[src/rtl/mem_seq_master.sv]
`default_nettype none
//==============================================================================
// Module      : mem_seq_master
// Description : Write/read-back BIST initiator for a single-port memory. On an
//               accepted start it writes (seed + i) to (base_addr + i) for
//               i = 0..N-1, reads the same range back, and compares every
//               returned word against the regenerated pattern.
// Ports       : clk_i            - clock, rising edge
//               rst_ni           - synchronous active-low reset
//               start_i          - run request, honoured only in IDLE
//               num_ops_i        - word count N, captured on start
//               base_addr_i      - first address, captured on start
//               seed_i           - pattern seed, captured on start
//               en_o/wr_rd_o     - memory enable / 1=write 0=read
//               addr_o/wr_data_o - memory address / write data
//               rd_data_i        - memory read data, valid RD_LAT edges after
//                                  the read is sampled (RD_LAT legal 1..4)
//               busy_o/done_o    - run in progress / one-cycle end pulse
//               pass_o           - last run had no mismatches
//               err_count_o      - saturating mismatch count
//               first_err_addr_o - address of first mismatch, 0 if none
// Revision    : 1.0 - initial release
//==============================================================================
`ifndef ADDR_WIDTH
`define ADDR_WIDTH 4
`endif
`ifndef DATA_WIDTH
`define DATA_WIDTH 8
`endif

module mem_seq_master #(
    parameter int ADDR_WIDTH = `ADDR_WIDTH,
    parameter int DATA_WIDTH = `DATA_WIDTH,
    parameter int CNT_WIDTH  = 8,
    parameter int RD_LAT     = 1
) (
    input  logic                  clk_i,
    input  logic                  rst_ni,
    input  logic                  start_i,
    input  logic [CNT_WIDTH-1:0]  num_ops_i,
    input  logic [ADDR_WIDTH-1:0] base_addr_i,
    input  logic [DATA_WIDTH-1:0] seed_i,
    output logic                  en_o,
    output logic                  wr_rd_o,
    output logic [ADDR_WIDTH-1:0] addr_o,
    output logic [DATA_WIDTH-1:0] wr_data_o,
    input  logic [DATA_WIDTH-1:0] rd_data_i,
    output logic                  busy_o,
    output logic                  done_o,
    output logic                  pass_o,
    output logic [CNT_WIDTH-1:0]  err_count_o,
    output logic [ADDR_WIDTH-1:0] first_err_addr_o
);

    localparam logic [CNT_WIDTH-1:0]  c_CNT_ONE  = {{(CNT_WIDTH-1){1'b0}}, 1'b1};
    localparam logic [ADDR_WIDTH-1:0] c_ADDR_ONE = {{(ADDR_WIDTH-1){1'b0}}, 1'b1};
    localparam logic [DATA_WIDTH-1:0] c_DATA_ONE = {{(DATA_WIDTH-1){1'b0}}, 1'b1};

    typedef enum logic [2:0] {
        S_IDLE  = 3'd0,
        S_WRITE = 3'd1,
        S_READ  = 3'd2,
        S_DRAIN = 3'd3,
        S_DONE  = 3'd4
    } state_t;

    state_t                state_q, state_d;
    logic                  en_q, en_d;
    logic                  wr_rd_q, wr_rd_d;
    logic [ADDR_WIDTH-1:0] addr_q, addr_d;
    logic [DATA_WIDTH-1:0] wr_data_q, wr_data_d;
    logic [DATA_WIDTH-1:0] pat_q, pat_d;      // pattern word of the op on the bus
    logic [CNT_WIDTH-1:0]  idx_q, idx_d;      // index of the op on the bus
    logic [CNT_WIDTH-1:0]  num_q, num_d;
    logic [ADDR_WIDTH-1:0] base_q, base_d;
    logic [DATA_WIDTH-1:0] seed_q, seed_d;
    logic                  busy_q, busy_d;
    logic                  done_q, done_d;
    logic                  pass_q, pass_d;
    logic [CNT_WIDTH-1:0]  err_q, err_d;
    logic [ADDR_WIDTH-1:0] ferr_q, ferr_d;
    logic                  push;

    // Expected-word delay line: a read sampled at edge N enters stage 0 at
    // that edge and sits in stage RD_LAT-1 just before edge N+RD_LAT, which
    // is exactly when its data is on rd_data_i.
    logic [RD_LAT-1:0]     dl_vld_q;
    logic [DATA_WIDTH-1:0] dl_dat_q [RD_LAT];
    logic [ADDR_WIDTH-1:0] dl_adr_q [RD_LAT];

    logic w_last;
    assign w_last = (idx_q == (num_q - c_CNT_ONE));

    always_comb begin
        state_d   = state_q;
        en_d      = en_q;
        wr_rd_d   = wr_rd_q;
        addr_d    = addr_q;
        wr_data_d = wr_data_q;
        pat_d     = pat_q;
        idx_d     = idx_q;
        num_d     = num_q;
        base_d    = base_q;
        seed_d    = seed_q;
        busy_d    = busy_q;
        done_d    = 1'b0;
        pass_d    = pass_q;
        err_d     = err_q;
        ferr_d    = ferr_q;
        push      = 1'b0;

        // Retire the oldest outstanding read.
        if (dl_vld_q[RD_LAT-1] && (rd_data_i != dl_dat_q[RD_LAT-1])) begin
            if (err_q == '0) begin
                ferr_d = dl_adr_q[RD_LAT-1];
            end
            if (err_q != '1) begin
                err_d = err_q + c_CNT_ONE;
            end
        end

        case (state_q)
            S_IDLE: begin
                if (start_i) begin
                    num_d  = num_ops_i;
                    base_d = base_addr_i;
                    seed_d = seed_i;
                    err_d  = '0;
                    ferr_d = '0;
                    pass_d = 1'b0;
                    busy_d = 1'b1;
                    idx_d  = '0;
                    if (num_ops_i == '0) begin
                        // Empty run still spends one cycle before done.
                        state_d = S_DRAIN;
                    end else begin
                        state_d   = S_WRITE;
                        en_d      = 1'b1;
                        wr_rd_d   = 1'b1;
                        addr_d    = base_addr_i;
                        wr_data_d = seed_i;
                        pat_d     = seed_i;
                    end
                end
            end
            S_WRITE: begin
                if (w_last) begin
                    // Straight into reads, no idle cycle in between.
                    state_d = S_READ;
                    idx_d   = '0;
                    wr_rd_d = 1'b0;
                    addr_d  = base_q;
                    pat_d   = seed_q;
                end else begin
                    idx_d     = idx_q + c_CNT_ONE;
                    addr_d    = addr_q + c_ADDR_ONE;
                    pat_d     = pat_q + c_DATA_ONE;
                    wr_data_d = pat_q + c_DATA_ONE;
                end
            end
            S_READ: begin
                push = 1'b1;
                if (w_last) begin
                    state_d = S_DRAIN;
                    en_d    = 1'b0;
                end else begin
                    idx_d  = idx_q + c_CNT_ONE;
                    addr_d = addr_q + c_ADDR_ONE;
                    pat_d  = pat_q + c_DATA_ONE;
                end
            end
            S_DRAIN: begin
                if (dl_vld_q == '0) begin
                    state_d = S_DONE;
                    done_d  = 1'b1;
                    busy_d  = 1'b0;
                    pass_d  = (err_d == '0);
                end
            end
            S_DONE: begin
                state_d = S_IDLE;
            end
            default: begin
                state_d = S_IDLE;
            end
        endcase
    end

    always_ff @(posedge clk_i) begin
        if (!rst_ni) begin
            state_q   <= S_IDLE;
            en_q      <= 1'b0;
            wr_rd_q   <= 1'b0;
            addr_q    <= '0;
            wr_data_q <= '0;
            pat_q     <= '0;
            idx_q     <= '0;
            num_q     <= '0;
            base_q    <= '0;
            seed_q    <= '0;
            busy_q    <= 1'b0;
            done_q    <= 1'b0;
            pass_q    <= 1'b0;
            err_q     <= '0;
            ferr_q    <= '0;
            for (int j = 0; j < RD_LAT; j++) begin
                dl_vld_q[j] <= 1'b0;
                dl_dat_q[j] <= '0;
                dl_adr_q[j] <= '0;
            end
        end else begin
            state_q   <= state_d;
            en_q      <= en_d;
            wr_rd_q   <= wr_rd_d;
            addr_q    <= addr_d;
            wr_data_q <= wr_data_d;
            pat_q     <= pat_d;
            idx_q     <= idx_d;
            num_q     <= num_d;
            base_q    <= base_d;
            seed_q    <= seed_d;
            busy_q    <= busy_d;
            done_q    <= done_d;
            pass_q    <= pass_d;
            err_q     <= err_d;
            ferr_q    <= ferr_d;
            dl_vld_q[0] <= push;
            dl_dat_q[0] <= pat_q;
            dl_adr_q[0] <= addr_q;
            for (int j = 1; j < RD_LAT; j++) begin
                dl_vld_q[j] <= dl_vld_q[j-1];
                dl_dat_q[j] <= dl_dat_q[j-1];
                dl_adr_q[j] <= dl_adr_q[j-1];
            end
        end
    end

    assign en_o             = en_q;
    assign wr_rd_o          = wr_rd_q;
    assign addr_o           = addr_q;
    assign wr_data_o        = wr_data_q;
    assign busy_o           = busy_q;
    assign done_o           = done_q;
    assign pass_o           = pass_q;
    assign err_count_o      = err_q;
    assign first_err_addr_o = ferr_q;

endmodule
`default_nettype wire
[config.mk]
export PLATFORM = sky130hd
export DESIGN_NAME = mem_seq_master
export DESIGN_NICKNAME = d
export VERILOG_FILES = /design/src/rtl/mem_seq_master.sv
export SDC_FILE = /design/constraint.sdc
export NUM_CORES = 1
export LEC_CHECK = 0
export BUFFER_PORTS_ARGS = -buffer_cell sky130_fd_sc_hd__buf_2
export CELL_PAD_IN_SITES_DETAIL_PLACEMENT = 0
export CELL_PAD_IN_SITES_GLOBAL_PLACEMENT = 1
export CORE_UTILIZATION = 43
export DETAILED_ROUTE_END_ITERATION = 7
export PLACE_DENSITY = 0.78
export RECOVER_POWER = 100
export SYNTH_ARGS = -nofsm -noshare
export SYNTH_HDL_FRONTEND = slang
export SYNTH_SLANG_ARGS = --single-unit
[constraint.sdc]
create_clock -name clk_i -period 3.78 [get_ports clk_i]
set_clock_uncertainty 0.2 [all_clocks]
set_input_delay 0.378 -clock clk_i [delete_from_list [all_inputs] [get_ports clk_i]]
set_output_delay 0.378 -clock clk_i [all_outputs]
set_load 0.005 [all_outputs]
==> load_flow_metrics.sql, run 1 <==
INSERT INTO impl_metrics (metric_group, metric, value, unit) VALUES
('clock_network', 'cts.reportedPaths.clkPinSlew', '90', 'ps'),
('worst_hold_path', 'hp-class', 'primary input to flop', ''),
('global_routing', 'globalRoute.busiestLayer', 'met2', ''),
('worst_setup_path', 'crit_fanout', '12', ''),
('worst_setup_path', 'kind_of_critical_path', 'flop to flop', ''),
('flow_run', 'max_capacitance_violation_count', '0', ''),
('power', 'p_switching', '842', 'uW'),
('yosys', 'synthesized_area', '4170', 'sq um'),
('yosys', 'synth.distinct_cells', '65', ''),
('sta', 'post-route-worst-setup-slack', '545', 'ps'),
('sta', 'rsz0062_at_grt', 'false', ''),
('yosys', 'synth_edf_count', '0', ''),
('sta', 'drv_slew', '0', ''),
('worst_setup_path', 'required_arrival_time_at_the_worst_endpoint', '3830', 'ps'),
('sta', 'layout_worst_path_cycle_share', '85.6', '%'),
('final_layout', 'layout_commonest_cell', 'nand2_1', ''),
('worst_setup_path', 'timing.critical_path.to_type', 'flop', ''),
('route', 'wire_per_inst', '15.6', 'um'),
('yosys', 'post_synth_inst_count', '503', ''),
('route', 'drt_pre_antenna_iters', '5', ''),
('worst_setup_path', 'worstSetupStartpointType', 'flop', ''),
('power', 'peakVddDrop', '0.432', 'mV'),
('place', 'dp_hpwl', '7.71', 'mm'),
('yosys', 'synth_top_cells_by_area', 'dfxtp_1 (39%), nand2_1 (8.1%), a21oi_1 (4.9%)', ''),
('final_layout', 'syn_to_final_growth', '12.5', '%'),
('place', 'pre_cts_slack', '738', 'ps'),
('clock_network', 'cts.hold.buffers_added', '0', ''),
('yosys', 'synth.net_count', '540', ''),
('clock_network', 'cts.sink_count', '81', ''),
('yosys', 'synth.yosys.seq_area_share', '38.9', '%'),
('global_routing', 'grt_pass1_vias', '3348', ''),
('global_routing', 'groute.layer.met2.usage', '35.4', '%'),
('yosys', 'yosys.area.top_type', 'dfxtp_1', ''),
('clock_network', 'worstSkewPairLatency', '360', 'ps'),
('sta', 'summed_negative_setup_slack_over_all_endpoints', '0', 'ps'),
('route', 'vias', '3703', ''),
('yosys', 'synth_top_area_share', '38.9', '%'),
('floorplan', 'die_width', '101', 'um'),
('power', 'p_sw_share', '35.3', '%'),
('floorplan', 'placeableCoreArea', '9330', 'sq um'),
('final_layout', 'layout-drive-gt1-share', '13.8', '%'),
('worst_setup_path', 'timing.critical_path.cells', 'inv_1, ha_1, xor2_1, o31a_2, a211oi_1, clkbuf_1, a31oi_1, and3_2, a221o_1', ''),
('sta', 'fmax', '309', 'MHz'),
('clock_network', 'htreeDepth', '3', ''),
('sta', 'max_slew_margin', '15.5', '%'),
('place', 'finalWeightedCongestion', '0.812', ''),
('global_routing', 'grt_util_met1', '30.9', '%'),
('power', 'share_comb_of_total_power', '27.1', '%'),
('final_layout', 'postLayoutCellArea', '4700', 'sq um'),
('sta', 'final_period_minus_worst_setup_slack', '3240', 'ps'),
('final_layout', 'design.final.nets', '589', ''),
('floorplan', 'rows', '35', ''),
('sta', 'worst_slew_pin_slew', '1270', 'ps'),
('floorplan', 'design.die.area', '10100', 'sq um'),
('final_layout', 'antenna_cells_inserted', '0', ''),
('clock_network', 'ctsResizeCount', '0', ''),
('global_routing', 'antenna_found_initial', '0', ''),
('worst_setup_path', 'worstPathArrival', '3290', 'ps'),
('run_status', 'run_status', 'finished clean', ''),
('clock_network', 'clk_path_buf_depth', '2', ''),
('yosys', 'ys.warnings.count', '0', ''),
('global_routing', 'wire_length_of_the_first_global_routing_pass', '17.4', 'mm'),
('power', 'power.static_leakage', '1.85', 'nW'),
('global_routing', 'global_route_total_overflow', '0', ''),
('route', 'postRouteWirelength', '10.7', 'mm'),
('clock_network', 'cts_setup_buffers', '0', ''),
('route', 'vias_per_cell', '5.40', ''),
('clock_network', 'cts-buffers-inserted', '9', ''),
('route', 'drt_iter0_drc', '146', ''),
('power', 'cell_internal_pwr', '1.54', 'mW'),
('sta', 'timing_hold_violations_final', '0', '');
## power groups by stage
stage                     clock, mW  combinational, mW  sequential, mW
final                         0.675              0.647            1.07
after global routing          0.733              0.721            1.08
after CTS                     0.693              0.661            1.06
after detailed placement          0              0.655            1.08
after global placement            0              0.646            1.08
after floorplan                   0              0.494            1.05
## kinds of logic after synthesis
group | synth area share, %
AND/OR/NAND/NOR | 23.2
buffers and inverters | 4.59
multiplexers | 3.84
adder cells (fa/ha/maj) | 1.80
flip-flops | 38.9
AO/OA/AOI/OAI | 21.0
XOR/XNOR | 6.72
## metal layers
metal,vias up,wire length [um]
li1,1880,-
met1,1742,5140
met2,77,5040
met3,4,439
met4,0,62
met5,-,0
## state kept, by name, summed over array words and instances, names as in the netlist, 4 cells and up
register / flops
first_err_addr_o: 4
dl_adr_q: 4
idx_q: 8
num_q: 8
pat_q: 8
err_count_o: 8
dl_dat_q: 8
wr_data_o: 8
seed_q: 8
base_q: 4
addr_o: 4
## layout make-up
cell class / instances / area, sq um
fillers: 930 / 4630
multi-input cells: 385 / 2360
flip-flops and latches: 81 / 1620
repair buffers: 66 / 314
well taps: 129 / 161
clock buffers: 9 / 124
clock inverters: 7 / 85.1
inverters: 9 / 33.8
## critical path, delay by kind of cell (launching register included)
family / cells / cell delay [ps]
AND/OR/NAND/NOR: 1 / 350
buffers and inverters: 2 / 450
AO/OA/AOI/OAI: 4 / 1180
flip-flops: 1 / 460
XOR/XNOR: 1 / 190
adder cells (fa/ha/maj): 1 / 300
## metrics by stage
stage / power [mW] / cells / hold WS, ps / utilization, %
after floorplan: 1.54 / 503 / 232 / -
after global placement: 1.73 / 670 / 242 / 48.5
after detailed placement: 1.74 / 670 / 248 / 48.5
after CTS: 2.42 / 686 / 45.6 / 50.7
after global routing: 2.54 / 686 / 51.5 / 50.3
final: 2.39 / 686 / 58.9 / 50.3
## path summary, 6_finish.rpt
kind              cells after the start  slack, ps         start            to
setup reg to reg                      9        540      num_q[0]      pat_q[1]
hold / removal                        3         60  num_ops_i[7]      num_q[7]
setup / recovery                      9        540      num_q[0]      pat_q[1]
hold reg to reg                       2        260  wr_data_o[6]  wr_data_o[6]
## synthesized netlist by cell type (4+ instances only)
cell type	instances
a211o_1	4
a211oi_1	7
a21oi_1	41
a221o_1	6
a22o_1	4
a22oi_1	5
and2_1	14
and3_1	10
buf_6	4
clkbuf_1	18
dfxtp_1	81
ha_1	6
inv_1	9
mux2i_1	16
nand2_1	90
nand2b_1	5
nand3_1	10
nor2_1	40
nor3_1	10
o211ai_1	12
o21ai_0	9
o21bai_1	4
o2bb2ai_1	5
o31ai_1	4
or2_2	4
xnor2_1	19
xor2_1	13
(Power assumes the default switching activity.)
==> run 2, diff against run 1 <==
Settings changed: BUFFER_PORTS_ARGS -buffer_cell sky130_fd_sc_hd__buf_2 to default, CORE_UTILIZATION 43 to 47, DONT_BUFFER_PORTS from default to 1, PLACE_DENSITY 0.78 to 0.77.
==> load_flow_metrics.sql, run 2 (synthesis gave the netlist of run 1 again) <==
INSERT INTO impl_metrics (metric_group, metric, value, unit) VALUES
('run_status', 'run_status', 'finished clean', ''),
('route', 'detail-route-antenna-nets', '0', ''),
('final_layout', 'layout-drive-gt1-share', '6.74', '%'),
('place', 'detailed_place.area', '4200', 'sq um'),
('worst_hold_path', 'hp-class', 'primary input to flop', ''),
('clock_network', 'cts.reportedPaths.clkPinSlew', '90', 'ps'),
('route', 'vias_per_cell', '5.77', ''),
('global_routing', 'antenna_found_initial', '0', ''),
('sta', 'summed_negative_setup_slack_over_all_endpoints', '0', 'ps'),
('clock_network', 'cts.root.buffer_cell', 'clkbuf_8', ''),
('flow_run', 'max_capacitance_violation_count', '0', ''),
('route', 'postRouteWirelength', '10.5', 'mm'),
('worst_setup_path', 'timing.critical_path.cells', 'inv_1, ha_1, xor2_1, o31a_2, a211oi_1, clkbuf_1, a31oi_1, and3_2, a221o_1', ''),
('sta', 'fmax', '304', 'MHz'),
('route', 'vias', '3618', ''),
('clock_network', 'htreeDepth', '3', ''),
('floorplan', 'rows', '34', ''),
('worst_setup_path', 'worst_path_max_delay_cell', 'dfxtp_1', ''),
('route', 'drt_iter0_drc', '175', ''),
('global_routing', 'grt_pass1_vias', '3291', ''),
('final_layout', 'mostFrequentLayoutCells', 'nand2_1 (91), dfxtp_1 (81), a21oi_1 (41), nor2_1 (40), dlygate4sd3_1 (22)', ''),
('place', 'finalWeightedCongestion', '0.810', ''),
('floorplan', 'floorplan.io_pins', '60', ''),
('worst_setup_path', 'rr_startpoint', 'num_q[0]', ''),
('place', 'port_buffers', '0', ''),
('worst_setup_path', 'reg2reg_to', 'pat_q[1]', ''),
('worst_hold_path', 'hold_path.startpoint', 'rst_ni', ''),
('sta', 'finalSetupViolations', '0', ''),
('floorplan', 'placeableCoreArea', '8680', 'sq um'),
('worst_setup_path', 'worstPathArrival', '3350', 'ps'),
('global_routing', 'global_route_total_overflow', '0', ''),
('clock_network', 'worstSkewPairLatency', '350', 'ps'),
('worst_setup_path', 'cp_slowest_stage_delay', '460', 'ps'),
('final_layout', 'design.final.nets', '551', ''),
('clock_network', 'cts_setup_buffers', '0', ''),
('sta', 'final_period_minus_worst_setup_slack', '3290', 'ps'),
('final_layout', 'ff_latch_area', '1620', 'sq um'),
('route', 'detail_route.drc_violations', '0', ''),
('worst_setup_path', 'required_arrival_time_at_the_worst_endpoint', '3830', 'ps'),
('clock_network', 'cts-buffers-inserted', '9', ''),
('sta', 'timing_hold_violations_final', '0', ''),
('worst_setup_path', 'crit_fanout', '12', ''),
('global_routing', 'global_router_s_overall_resource_usage', '23.4', '%'),
('sta', 'max_slew_margin', '24.0', '%'),
('floorplan', 'die-height', '96.2', 'um'),
('sta', 'worst_slew_pin_slew', '1140', 'ps'),
('floorplan', 'initial_utilization', '48.1', '%'),
('worst_setup_path', 'kind_of_critical_path', 'flop to flop', ''),
('final_layout', 'antenna_cells_inserted', '0', ''),
('worst_setup_path', 'worstSetupStartpointType', 'flop', ''),
('sta', 'drv_slew', '0', ''),
('worst_setup_path', 'regToRegSetupSlack', '490', 'ps'),
('worst_setup_path', 'crit_path_to', 'pat_q[1]', ''),
('worst_setup_path', 'startpoint', 'num_q[0]', ''),
('place', 'dp_hpwl', '7.30', 'mm'),
('final_layout', 'finish.cell_count_without_fillers', '627', ''),
('final_layout', 'fillCellCount', '877', ''),
('final_layout', 'multiInputGateArea', '2360', 'sq um'),
('power', 'power.static_leakage', '1.74', 'nW'),
('worst_setup_path', 'cp.depth', '9', ''),
('final_layout', 'postLayoutCellArea', '4620', 'sq um'),
('power', 'cellPowerDensity', '508', 'nW/um^2'),
('power', 'peakVddDrop', '0.198', 'mV'),
('worst_setup_path', 'timing.critical_path.to_type', 'flop', ''),
('global_routing', 'wire_length_of_the_first_global_routing_pass', '16.3', 'mm'),
('final_layout', 'layout_commonest_cell', 'nand2_1', ''),
('sta', 'rsz0062_at_grt', 'false', ''),
('worst_setup_path', 'critical_path.n_buffers_inverters', '2', ''),
('final_layout', 'final_core_util', '53.2', '%'),
('worst_setup_path', 'reg2reg_depth', '9', ''),
('route', 'wire_per_inst', '16.8', 'um'),
('floorplan', 'die_width', '96.2', 'um'),
('worst_setup_path', 'critPathTopFamily', 'compound AO/OA/AOI/OAI gates', ''),
('clock_network', 'cts_tree', 'done', ''),
('route', 'drt_pre_antenna_iters', '4', ''),
('global_routing', 'pin_count_of_the_biggest_net_entering_global_routing', '24', ''),
('sta', 'layout_worst_path_cycle_share', '87.1', '%'),
('floorplan', 'design.die.area', '9260', 'sq um'),
('final_layout', 'syn_to_final_growth', '10.6', '%'),
('clock_network', 'cts.sink_count', '81', ''),
('place', 'placedCellCount', '589', ''),
('clock_network', 'clk_path_buf_depth', '2', ''),
('clock_network', 'ctsResizeCount', '0', '');
[run 2: cell count changes in the layout (fill, tap and decap cells not counted), sizes merged]
cell	delta
inv	-2
clkbuf	-15
clkinv	+2
dlygate4sd3	+22
clkinvlp	-1
buf	-44
[run 2: power breakdown]
part / total [mW] / internal, mW / leakage (nW) / switching, mW
sequential: 1.07 / 0.961 / 0.662 / 0.111
clock: 0.666 / 0.330 / 0.103 / 0.336
combinational: 0.607 / 0.251 / 0.969 / 0.356
total: 2.35 / 1.54 / 1.74 / 0.803
[run 2: routing by layer]
metal  wire length, um  part of all wire [%]  vias up  global-route usage, %
met5                 0                     0        -                      0
met4                40                  0.38        0                   6.09
met3               587                   5.6        2                   5.13
met2              4970                    47       90                   38.9
met1              4950                    47     1716                   30.5
li1                  -                     -     1810                      -
[run 2: layout make-up]
class | instances | area share [%]
clock buffer | 10 | 2.98
clock inverter | 6 | 1.57
inverter | 9 | 0.732
multi-input combinational | 385 | 51.1
sequential | 81 | 35.1
tap | 108 | 2.93
timing repair buffer | 28 | 5.58
[run 2: worst min-delay path by stage]
stage	slack, ps	depth (start not counted)	endpoint
5_1_grt	30	2	wr_data_o[3]
3_5_place_dp	250	2	base_q[1]
4_1_cts	8	2	pass_o
2_1_floorplan	230	2	base_q[3]
6_report	20	2	pass_o
3_3_place_gp	240	2	base_q[3]
[run 2: what timing repair did]
action / in CTS / in global routing
hold endpoints to repair: 40 / 0
hold buffers: 22 / 0
endpoints found under the setup margin: 0 / 0
[run 2: worst register-to-register path, delay by kind of cell, from the launching register on]
family / cells / cell delay [ps]
compound gates: 4 / 1230
xor+xnor: 1 / 190
fa+ha+maj: 1 / 300
buf+inv: 2 / 470
flops: 1 / 460
simple gates: 1 / 360
[run 2: per-stage QoR]
stage | power, mW | setup slack, ps | hold slack, ps
3_3_place_gp | 1.67 | 766 | 241
6_report | 2.35 | 487 | 22.0
5_1_grt | 2.48 | 228 | 32.8
2_1_floorplan | 1.54 | 1100 | 232
3_5_place_dp | 1.67 | 661 | 249
4_1_cts | 2.37 | 646 | 7.50
